**config.mk**
```make
export PLATFORM = sky130hd
export DESIGN_NAME = frame_loader_flat
export DESIGN_NICKNAME = d
export VERILOG_FILES = /design/src/rtl/display_pkg.sv /design/src/rtl/frame_loader_if.sv /design/src/rtl/frame_bank.sv /design/src/rtl/frame_loader.sv /design/src/flat_wrapper.sv
export SDC_FILE = /design/constraint.sdc
export NUM_CORES = 1
export LEC_CHECK = 0
export CORE_ASPECT_RATIO = 0.5
export CORE_UTILIZATION = 49
export CTS_BUF_LIST = sky130_fd_sc_hd__clkbuf_8 sky130_fd_sc_hd__clkbuf_16
export DETAILED_ROUTE_END_ITERATION = 12
export PLACE_DENSITY_LB_ADDON = 0.3
export SYNTH_ARGS = -nofsm -noshare
export SYNTH_HDL_FRONTEND = slang
export SYNTH_SLANG_ARGS = --single-unit
```
**constraint.sdc**
```tcl
create_clock -name clock -period 2.3 [get_ports clock]
set_clock_uncertainty 0.2 [all_clocks]
set_input_delay 0.345 -clock clock [delete_from_list [all_inputs] [get_ports clock]]
set_output_delay 0.345 -clock clock [all_outputs]
set_load 0.05 [all_outputs]
```
**src/rtl/display_pkg.sv**
```systemverilog
// Shared constants and loader state encoding for the display frame path.
package display_pkg;
    localparam int ROWS_DEF   = 16;
    localparam int COLS_DEF   = 16;
    localparam int FRAME_BITS = ROWS_DEF * COLS_DEF;

    typedef enum logic [0:0] {
        FILL    = 1'b0,
        PENDING = 1'b1
    } ld_state_e;
endpackage

```
**src/rtl/frame_loader_if.sv**
```systemverilog
// Row-word stream into the frame loader: valid/ready handshake plus start-of-frame marker.
interface frame_loader_if import display_pkg::*; #(
    parameter int COLS = COLS_DEF
);
    logic            in_valid;
    logic            in_ready;
    logic            in_sof;
    logic [0:COLS-1] in_data;

    modport master (output in_valid, in_data, in_sof, input in_ready);
    modport slave  (input in_valid, in_data, in_sof, output in_ready);
endinterface

```
**src/rtl/frame_bank.sv**
```systemverilog
// Back-buffer storage: one row written per cycle, whole frame visible in parallel.
module frame_bank import display_pkg::*; #(
    parameter int  ROWS = ROWS_DEF,
    parameter int  COLS = COLS_DEF,
    localparam int RW   = $clog2(ROWS)
) (
    input  logic                 clock,
    input  logic                 rst_n,
    input  logic                 wr_en,
    input  logic [RW-1:0]        wr_row,
    input  logic [0:COLS-1]      wr_data,
    output logic [0:ROWS*COLS-1] frame
);
    for (genvar r = 0; r < ROWS; r++) begin : g_row
        logic [0:COLS-1] row_q;

        always_ff @(posedge clock or negedge rst_n) begin
            if (!rst_n)
                row_q <= '0;
            else if (wr_en && wr_row == RW'(r))
                row_q <= wr_data;
        end

        assign frame[r*COLS +: COLS] = row_q;
    end
endmodule

```
**src/rtl/frame_loader.sv**
```systemverilog
// Double-buffered frame loader: rows fill the back bank, frame_sync swaps it to the front.
module frame_loader import display_pkg::*; #(
    parameter int ROWS = ROWS_DEF,
    parameter int COLS = COLS_DEF
) (
    input  logic                 clock,
    input  logic                 rst_n,
    frame_loader_if.slave        in_if,
    input  logic                 frame_sync,
    output logic [0:ROWS*COLS-1] mat,
    output logic                 frame_done,
    output logic                 sync_err,
    output logic                 sync_err_sticky
);
    localparam int            RW         = $clog2(ROWS);
    localparam logic [0:0]    ST_FILL    = FILL;
    localparam logic [0:0]    ST_PENDING = PENDING;
    localparam logic [RW-1:0] LAST_ROW   = RW'(ROWS - 1);

    logic [0:0]           state;
    logic [RW-1:0]        row_idx;
    logic [RW-1:0]        wr_row;
    logic                 accept;
    logic                 restart;
    logic                 last;
    logic                 swap;
    logic [0:ROWS*COLS-1] back;

    assign in_if.in_ready = (state == ST_FILL);
    assign accept         = in_if.in_valid && in_if.in_ready;
    // An sof mid-frame abandons the partial frame and restarts at row 0.
    assign restart        = in_if.in_sof && (row_idx != '0);
    assign wr_row         = in_if.in_sof ? '0 : row_idx;
    assign last           = (wr_row == LAST_ROW);
    assign swap           = (state == ST_PENDING) && frame_sync;

    frame_bank #(.ROWS(ROWS), .COLS(COLS)) u_bank (
        .clock   (clock),
        .rst_n   (rst_n),
        .wr_en   (accept),
        .wr_row  (wr_row),
        .wr_data (in_if.in_data),
        .frame   (back)
    );

    always_ff @(posedge clock or negedge rst_n) begin
        if (!rst_n) begin
            state           <= ST_FILL;
            row_idx         <= '0;
            mat             <= '0;
            frame_done      <= 1'b0;
            sync_err        <= 1'b0;
            sync_err_sticky <= 1'b0;
        end else begin
            frame_done <= swap;
            sync_err   <= accept && restart;
            if (accept && restart)
                sync_err_sticky <= 1'b1;
            if (accept) begin
                row_idx <= last ? '0 : wr_row + RW'(1);
                if (last)
                    state <= ST_PENDING;
            end
            if (swap) begin
                mat   <= back;
                state <= ST_FILL;
            end
        end
    end
endmodule

```
**src/flat_wrapper.sv**
```systemverilog
// flat-port wrapper written by rule: the top's interface ports become plain ports
module frame_loader_flat import display_pkg::*;
#(
    parameter int ROWS = ROWS_DEF,
    parameter int COLS = COLS_DEF
)
  (clock, rst_n, frame_sync, mat, frame_done, sync_err, sync_err_sticky, in_if_in_valid, in_if_in_data, in_if_in_sof, in_if_in_ready);
  frame_loader_if #(.COLS(COLS)) in_if_i ();
  input  logic clock;
  input  logic rst_n;
  input  logic frame_sync;
  output logic [0:ROWS*COLS-1] mat;
  output logic frame_done;
  output logic sync_err;
  output logic sync_err_sticky;
  input wire logic [$bits(in_if_i.in_valid)-1:0] in_if_in_valid;
  input wire logic [$bits(in_if_i.in_data)-1:0] in_if_in_data;
  input wire logic [$bits(in_if_i.in_sof)-1:0] in_if_in_sof;
  output wire logic [$bits(in_if_i.in_ready)-1:0] in_if_in_ready;
  assign in_if_i.in_valid = in_if_in_valid;
  assign in_if_i.in_data = in_if_in_data;
  assign in_if_i.in_sof = in_if_in_sof;
  assign in_if_in_ready = in_if_i.in_ready;
  frame_loader #(.ROWS(ROWS), .COLS(COLS)) u_core (.clock(clock), .rst_n(rst_n), .in_if(in_if_i), .frame_sync(frame_sync), .mat(mat), .frame_done(frame_done), .sync_err(sync_err), .sync_err_sticky(sync_err_sticky));
endmodule
```
After elaboration in Yosys (flattened, before gate mapping)

Index checks and enable logic that the tools add are counted.

Register bits after elaboration: 520
Output and inout port bits: 260
Input port bits: 21

Equality and inequality tests: 15
Add/sub/neg operators: 1
Bitwise gates (word level): 1
Muxes and demuxes: 5
Reductions and logical operators: 25

Operators by type and width:

| cell                  | number |
|---|---|
| $eq A4 B4 Y1 const B  | 8 |
| $logic_and A1 B1 Y1   | 20 |
| $eq A4 B3 Y1 const B  | 4 |
| $eq A4 B2 Y1 const B  | 2 |
| $mux W4               | 2 |
| $add A4 B1 Y4 const B | 1 |
| $eq A4 B1 Y1 const B  | 1 |
| $logic_not A4 Y1      | 1 |
| $reduce_bool A2 Y1    | 2 |
| $reduce_bool A4 Y1    | 1 |
| $mux W1               | 3 |
| $reduce_and A2 Y1     | 1 |
| $not A1 Y1            | 1 |

Depth between registers and ports, before layout

Gate-level depths: netlist (run 1).

Depth in word-level cells: 5
Mapped depth: 8

Cells and area by module

A second synthesis (run 1) with hierarchy kept.

Cells, all modules: 1151
Area, all modules: 19587.5 um^2

By module, submodules not included:

| module       | cells an instance | times used | area each (um^2) | seq. area each (um^2) |
|---|---|---|---|---|
| frame_loader | 577               | 1          | 9969.6           | 6606.3 |
| frame_bank   | 574               | 1          | 9618.0           | 6406.1 |

Worst setup path before layout (run 1)

No wires, ideal clock.

Path type: flip-flop to flip-flop
From: reg u_core.row_idx[1]
To: reg u_core.u_bank.g_row[12].row_q[10] in the netlist's numbering
Cell stages (with the launch flop): 8
Arrival: 1.900 ns
Clock period less this slack: 2.224 ns
Path slack: 0.076 ns
Cell sequence: dfrtp_1 buf_2 nand2b_1 ha_1 nand4b_1 nor3_2 buf_4 mux2_2

Cells in the longest elaborated chain, start to end: 3

RTL lines:

| element                | line               | source |
|---|---|---|
| start, declared        | frame_loader.sv:21 | `logic [RW-1:0] row_idx;` |
| start signal, assigned | frame_loader.sv:60 | `row_idx <= last ? '0 : wr_row + RW'(1);` |
| $mux W4                | frame_loader.sv:33 | `assign wr_row = in_if.in_sof ? '0 : row_idx;` |
| $eq A4 B4 Y1           | frame_bank.sv:20   | `else if (wr_en && wr_row == RW'(r))` |
| $logic_and A1 B1 Y1    | frame_bank.sv:20   |  |
| end signal, assigned   | frame_bank.sv:21   | `row_q <= wr_data;` |
| end, declared          | frame_bank.sv:15   | `logic [0:COLS-1] row_q;` |

No other way between the ends.
A chain may end at the register's enable or synchronous reset.

Worst setup path in the final report (run 1)

From: reg u_core.mat[7] in the netlist's numbering
To: out mat[7] in the netlist's numbering

RTL lines:

| element                | line               | source |
|---|---|---|
| start, declared        | frame_loader.sv:10 | `output logic [0:ROWS*COLS-1] mat,` |
| start signal, assigned | frame_loader.sv:65 | `mat <= back;` |
| end, declared          | flat_wrapper.sv:12 | `output logic [0:ROWS*COLS-1] mat;` |

No word-level cell between the ends.

==> run_results.csv, run 1 <==
group,metric,value,unit
global_route,overflow,0,
drt,drtIter0Drc,482,
drt,via_per_inst,5.30,
setup_path,path_max_fanout,2,
clock_network,cts_tree,"built",
sta,slew_violations,0,
clock_network,htree_levels,2,
setup_path,path_class,"register to output pin",
setup_path,end_kind,"output pin",
global_route,grt-busiest-layer,"met2",
floorplan,rows,51,
sta,hold_viol,0,
floorplan,core_area,0.0391,sq mm
drt,drt_first_pass_iters,4,
setup_path,path_cells,"clkdlybuf4s50_1",
synth,synth_area,0.0195,sq mm
setup_path,required,1.75,ns
clock_network,clkTransAtPathRegs,0.07,ns
floorplan,dieHeight,143,um
outcome,status,"finished, final reports clean",
synth,syn-num-nets,1168,
drt,wl,46.2,mm
finish,layout-drive-gt1-share,44.3,%
synth,seq_area_frac_synth,66.7,%
synth,yosys_register_bits,520,
finish,final_common_cell,"dfrtp_1",
setup_path,cpMaxStageDelayCell,"clkdlybuf4s50_1",
drt,wl_per_cell,22.7,um
global_route,use_met1,29.5,%
synth,ys_warn_count,0,
clock_network,cts_buffer_depth,3,
clock_network,numCtsBuffers,45,
sta,worstMarginPinSlew,0.576,ns
placed_design,routabilityCongestion,0.833,
global_route,grt_use_met3,3.31,%
job,cap_violations,0,
clock_network,clockRootBuffer,"clkbuf_16",
sta,fmax,440,MHz
sta,tns,0,ns
sta,worst_hold_slack,0.0711,ns
global_route,use_met2,41.5,%
finish,layout_common_cells,"dfrtp_1, mux2_2, clkdlybuf4s50_1, dlygate4sd2_1, dlymetal6s2s_1",
placed_design,dp_hpwl,30.2,mm
synth,syn-instance-count,1146,
finish,synthToLayoutAreaGrowth,28.4,%
finish,fill_cells,2822,
clock_network,clk_latency,0.55,ns
pwr,pwr_density_cell,1200,mW/mm^2
global_route,grt_pass1_vias,11800,
pwr,p_leak,0.0136,uW
global_route,grt_usage,23.0,%
global_route,antenna_found_initial,2,
drt,remaining_drc_errors,0,
sta,setup_viol,0,
setup_path,start_kind,"register",
pwr,total_power,30000,uW
setup_path,slowest_delay,0.82,ns
clock_network,cts_sinks,520,
floorplan,num_io_pins,281,
min_path,worstHoldPathType,"primary input to asynchronous set/reset pin",
floorplan,die_w,284,um
synth,synthDistinctLibCells,31,
setup_path,critical-path-top-delay-family,"buffers and inverters",
drt,num_vias,10800,
placed_design,port_buffers,280,
synth,syn_area_per_cell,17.0,sq um
finish,nNetsFinal,1495,
sta,maxSlewHeadroom,61.8,%
drt,ant_nets,0,
sta,timing.final.crit_period,2.28,ns
pwr,irDropWorstVdd,0.000750,V
floorplan,dieArea,0.0407,sq mm
sta,period_share,98.9,%
global_route,grt_max_degree,101,
setup_path,worst-path-buf-inv,1,
floorplan,initial_utilization,49.9,%
setup_path,arrival,1.73,ns
global_route,grt_pass1_wl,70.7,mm
[power breakdown]
part           internal, uW  total [uW]  switching [uW]
sequential            12000       13600            1570
combinational          3760        9210            5460
clock                  4030        7270            3240
[flip-flops by register name, summed over array words and instances, names as in the netlist]
| signal | cells |
|---|---|
| u_core.row_idx | 4 |
| u_core.state | 1 |
| u_core.sync_err | 1 |
| u_core.sync_err_sticky | 1 |
| u_core.mat | 256 |
| u_core.u_bank.g_row.row_q | 256 |
| u_core.frame_done | 1 |
[final cells by class]
cell class                      instances  area [sq um]  share of cell area, %
Sequential cell                       520         13000                   52.0
Multi-Input combinational cell        554          6170                   24.6
Timing Repair Buffer                  348          3780                   15.1
Clock buffer                           53          1240                   4.94
Tap cell                              530           663                   2.65
Clock inverter                         24           160                  0.640
Inverter                                4          16.3                 0.0650
Antenna cell                            1          2.50                0.00999
[per-stage QoR]
stage	util (%)	std cells	cell area [sq um]	setup slack [ns]
2_1_floorplan	-	1146	19500	0.0757
3_3_place_gp	60.4	1955	23600	-0.121
3_5_place_dp	60.4	1955	23600	-0.173
4_1_cts	63.7	2033	24900	0.0000590
5_1_grt	64.1	2033	25000	-0.0124
6_report	64.1	2034	25000	0.0249
[cells in the mapped netlist]
master	number	area, sq um
o211ai_2	1	12.5
buf_4	7	52.6
mux2_2	513	5780
nand2_1	2	7.51
nand4_4	1	21.3
o21a_1	1	7.51
nor2b_1	3	18.8
inv_1	4	15.0
nor3b_4	1	18.8
nor3_2	2	20.0
buf_1	1	3.75
nor2_1	4	15.0
clkbuf_1	29	109
nand3_1	1	5.00
dfrtp_1	520	13000
o211ai_1	1	7.51
nand3_2	5	50.1
ha_1	1	12.5
buf_6	1	11.3
nor3b_1	1	7.51
or2_2	1	6.26
o21bai_1	1	7.51
nand2b_1	1	6.26
and3_1	1	6.26
buf_2	30	150
or4_1	1	7.51
nand4b_2	6	90.1
and3b_1	2	17.5
nand4b_1	1	8.76
a21oi_1	2	10.0
and4_1	1	8.76
[layer usage]
| metal | up-vias | wire, um | part of all wire (%) |
|---|---|---|---|
| li1 | 4708 | - | - |
| met1 | 5841 | 19300 | 42 |
| met2 | 177 | 24500 | 53 |
| met3 | 63 | 1500 | 3.3 |
| met4 | 0 | 851 | 1.8 |
| met5 | - | 0 | 0 |
[kinds of logic after synthesis]
family                     share of synthesized area [%]
AOI/OAI and AO/OA                                  0.231
adders and majority gates                         0.0641
buffers and inverters                               1.75
DFF                                                 66.7
muxes                                               29.6
and+or+nand+nor                                     1.62
[worst paths after layout]
check	endpoint	slack, ns	depth (start not counted)	startpoint
min in group clock	u_core.state	0.27	2	frame_sync
setup reg to reg	u_core.u_bank.g_row[4].row_q[2]	0.26	7	u_core.row_idx[0]
hold / removal	u_core.mat[137]	0.07	2	rst_n
hold reg to reg	u_core.sync_err_sticky	0.28	1	u_core.sync_err_sticky
max in group asynchronous	u_core.mat[26]	1.03	3	rst_n
setup / recovery	mat[7]	0.02	1	u_core.mat[7]
[repair_timing]
action                                  4_1_cts  5_1_grt
setup buffers                                 0        0
gates resized for setup                      90       65
hold buffers                                  1        0
endpoints found under the setup margin       90       65
cloned                                        0        0
endpoints found under the hold margin       412        0
Note: power is estimated with default switching activity, not from simulation.
==> run 2: changes to the inputs <==
- PLACE_DENSITY: default -> 0.77
- PLACE_DENSITY_LB_ADDON: 0.3 -> default
==> run 2 against run 1 <==
Compared with the run above: hold slack improved by 0.049 ns; core utilization decreased by 0.064 points; non-clock buffer count increased by 3; critical path depth unchanged; highest routed layer unchanged.
==> run_results.csv, run 2 (synthesis gave the netlist of run 1 again) <==
group,metric,value,unit
setup_path,rr_worst_depth,7,
setup_path,critical-path-top-delay-family,"buffers and inverters",
finish,nNetsFinal,1498,
clock_network,cts_sinks,520,
pwr,pwr_density_cell,1200,mW/mm^2
setup_path,worst-path-buf-inv,1,
drt,drt_first_pass_iters,6,
drt,wl_met1,19.6,mm
drt,num_vias,10800,
setup_path,cpMaxStageDelayCell,"clkdlybuf4s50_1",
placed_design,place_area,0.0236,sq mm
sta,maxSlewHeadroom,58.5,%
clock_network,numCtsBuffers,45,
clock_network,clk_latency,0.55,ns
sta,timing.final.crit_period,2.27,ns
global_route,grt_pass1_vias,11800,
finish,final_area,0.0250,sq mm
setup_path,crit_end,"mat[24]",
drt,topRoutingLayerUsed,"met4",
floorplan,die_w,284,um
setup_path,path_class,"register to output pin",
floorplan,rows,51,
finish,reg.largest.list,"u_core.mat x256, u_core.u_bank.g_row.row_q x256, u_core.row_idx x4",
sta,worstMarginPinSlew,0.626,ns
sta,hold_viol,0,
outcome,status,"finished, final reports clean",
sta,period_share,98.5,%
setup_path,required,1.75,ns
drt,drtIter0Drc,476,
global_route,overflow,0,
setup_path,cp.depth,1,
pwr,total_power,30000,uW
sta,fmax,441,MHz
global_route,grt_max_degree,84,
finish,final_common_cell,"dfrtp_1",
finish,layout.cells.non_filler,2037,
finish,layout_common_cells,"dfrtp_1, mux2_2, dlygate4sd2_1, clkdlybuf4s50_1, dlymetal6s2s_1",
drt,remaining_drc_errors,0,
drt,via_per_inst,5.29,
sta,setup_viol,0,
global_route,antenna_found_initial,0,
finish,layout-drive-gt1-share,44.6,%
floorplan,core_area,0.0391,sq mm
clock_network,cts_tree,"built",
setup_path,path_cells,"clkdlybuf4s50_1",
floorplan,num_io_pins,281,
pwr,p_leak,0.0140,uW
floorplan,initial_utilization,49.9,%
drt,wl_met3,1.27,mm
setup_path,startpoint,"u_core.mat[24]",
finish,synthToLayoutAreaGrowth,28.3,%
setup_path,end_kind,"output pin",
clock_network,cts_buffer_depth,3,
drt,wl_met2,24.5,mm
floorplan,dieArea,0.0407,sq mm
clock_network,clockRootBuffer,"clkbuf_16",
floorplan,dieHeight,143,um
global_route,grt_pass1_wl,70.9,mm
drt,wl,46.4,mm
job,cap_violations,0,
drt,wl_per_cell,22.8,um
placed_design,dp_hpwl,30.8,mm
clock_network,htree_levels,2,
placed_design,routabilityCongestion,0.809,
sta,slew_violations,0,
placed_design,place_inst,1958,
setup_path,r2r_start,"u_core.row_idx[0]",
min_path,worstHoldPathType,"primary input to asynchronous set/reset pin",
finish,fill_cells,2798,
clock_network,clkTransAtPathRegs,0.07,ns
setup_path,r2r_setup_slack,0.19,ns
setup_path,start_kind,"register",
setup_path,slowest_delay,0.81,ns
setup_path,r2r_end,"u_core.u_bank.g_row[12].row_q[8]",
setup_path,arrival,1.72,ns
drt,ant_nets,0,
clock_network,cts_setup_buffers,0,
setup_path,path_max_fanout,2,
global_route,grt_usage,23.0,%
placed_design,port_buffers,280,
pwr,irDropWorstVdd,0.000582,V
==> run 2: changes by cell type in the layout (fill, tap and decap cells not counted), sizes merged <==
cell           before  now
clkdlybuf4s50     123   86
dlymetal6s2s       65   79
bufinv              2    0
dlygate4sd2        90  113
clkinv              9    8
buf                69   72
clkinvlp            2    4
clkbuf             53   54
==> run 2: stage by stage <==
stage               hold WS [ns]  TNS [ns]  util [%]  setup slack [ns]
floorplan                 -0.151         0         -            0.0757
global placement           0.101     -4.53      60.3            -0.117
detailed placement         0.117     -9.61      60.3            -0.199
CTS                        0.130         0      63.5          0.000268
global route               0.158  -0.00751      64.1          -0.00751
finish                     0.120         0      64.1            0.0339
==> run 2: power breakdown <==
group          leakage, uW  switching (uW)  internal [uW]  total (uW)
sequential         0.00693            1620          12000       13600
clock             0.000720            3270           3930        7190
combinational      0.00633            5460           3710        9170
total               0.0140           10300          19600       30000
==> run 2: layout make-up <==
| cell class | instances | area [sq um] | share of cell area [%] |
|---|---|---|---|
| inverters | 4 | 16.3 | 0.0650 |
| clock inverters | 23 | 120 | 0.480 |
| multi-input cells | 554 | 6170 | 24.7 |
| well taps | 530 | 663 | 2.65 |
| diodes | 1 | 2.50 | 0.0100 |
| clock buffers | 54 | 1270 | 5.09 |
| repair buffers | 351 | 3760 | 15.0 |
| flip-flops and latches | 520 | 13000 | 52.0 |
==> run 2: repair_timing <==
| item | CTS | global route |
|---|---|---|
| hold buffers | 1 | 0 |
| pin swaps | 0 | 0 |
| endpoints found under the setup margin | 113 | 79 |
| hold endpoints to repair | 278 | 0 |
| gates resized for setup | 113 | 79 |
==> run 2: worst min path at each step <==
stage                      from                         endpoint  cells past startpoint
after floorplan           rst_n                u_core.frame_done                      0
after global placement    rst_n  u_core.u_bank.g_row[2].row_q[3]                      1
after detailed placement  rst_n                   u_core.mat[35]                      1
after CTS                 rst_n                  u_core.mat[188]                      2
after global routing      rst_n                   u_core.mat[34]                      2
final                     rst_n                   u_core.mat[35]                      2
==> run 2: routing by layer <==
metal | vias up | global-route usage, %
met3 | 60 | 3.24
li1 | 4726 | -
met1 | 5840 | 29.2
met4 | 0 | 6.14
met2 | 150 | 41.5
met5 | - | 0
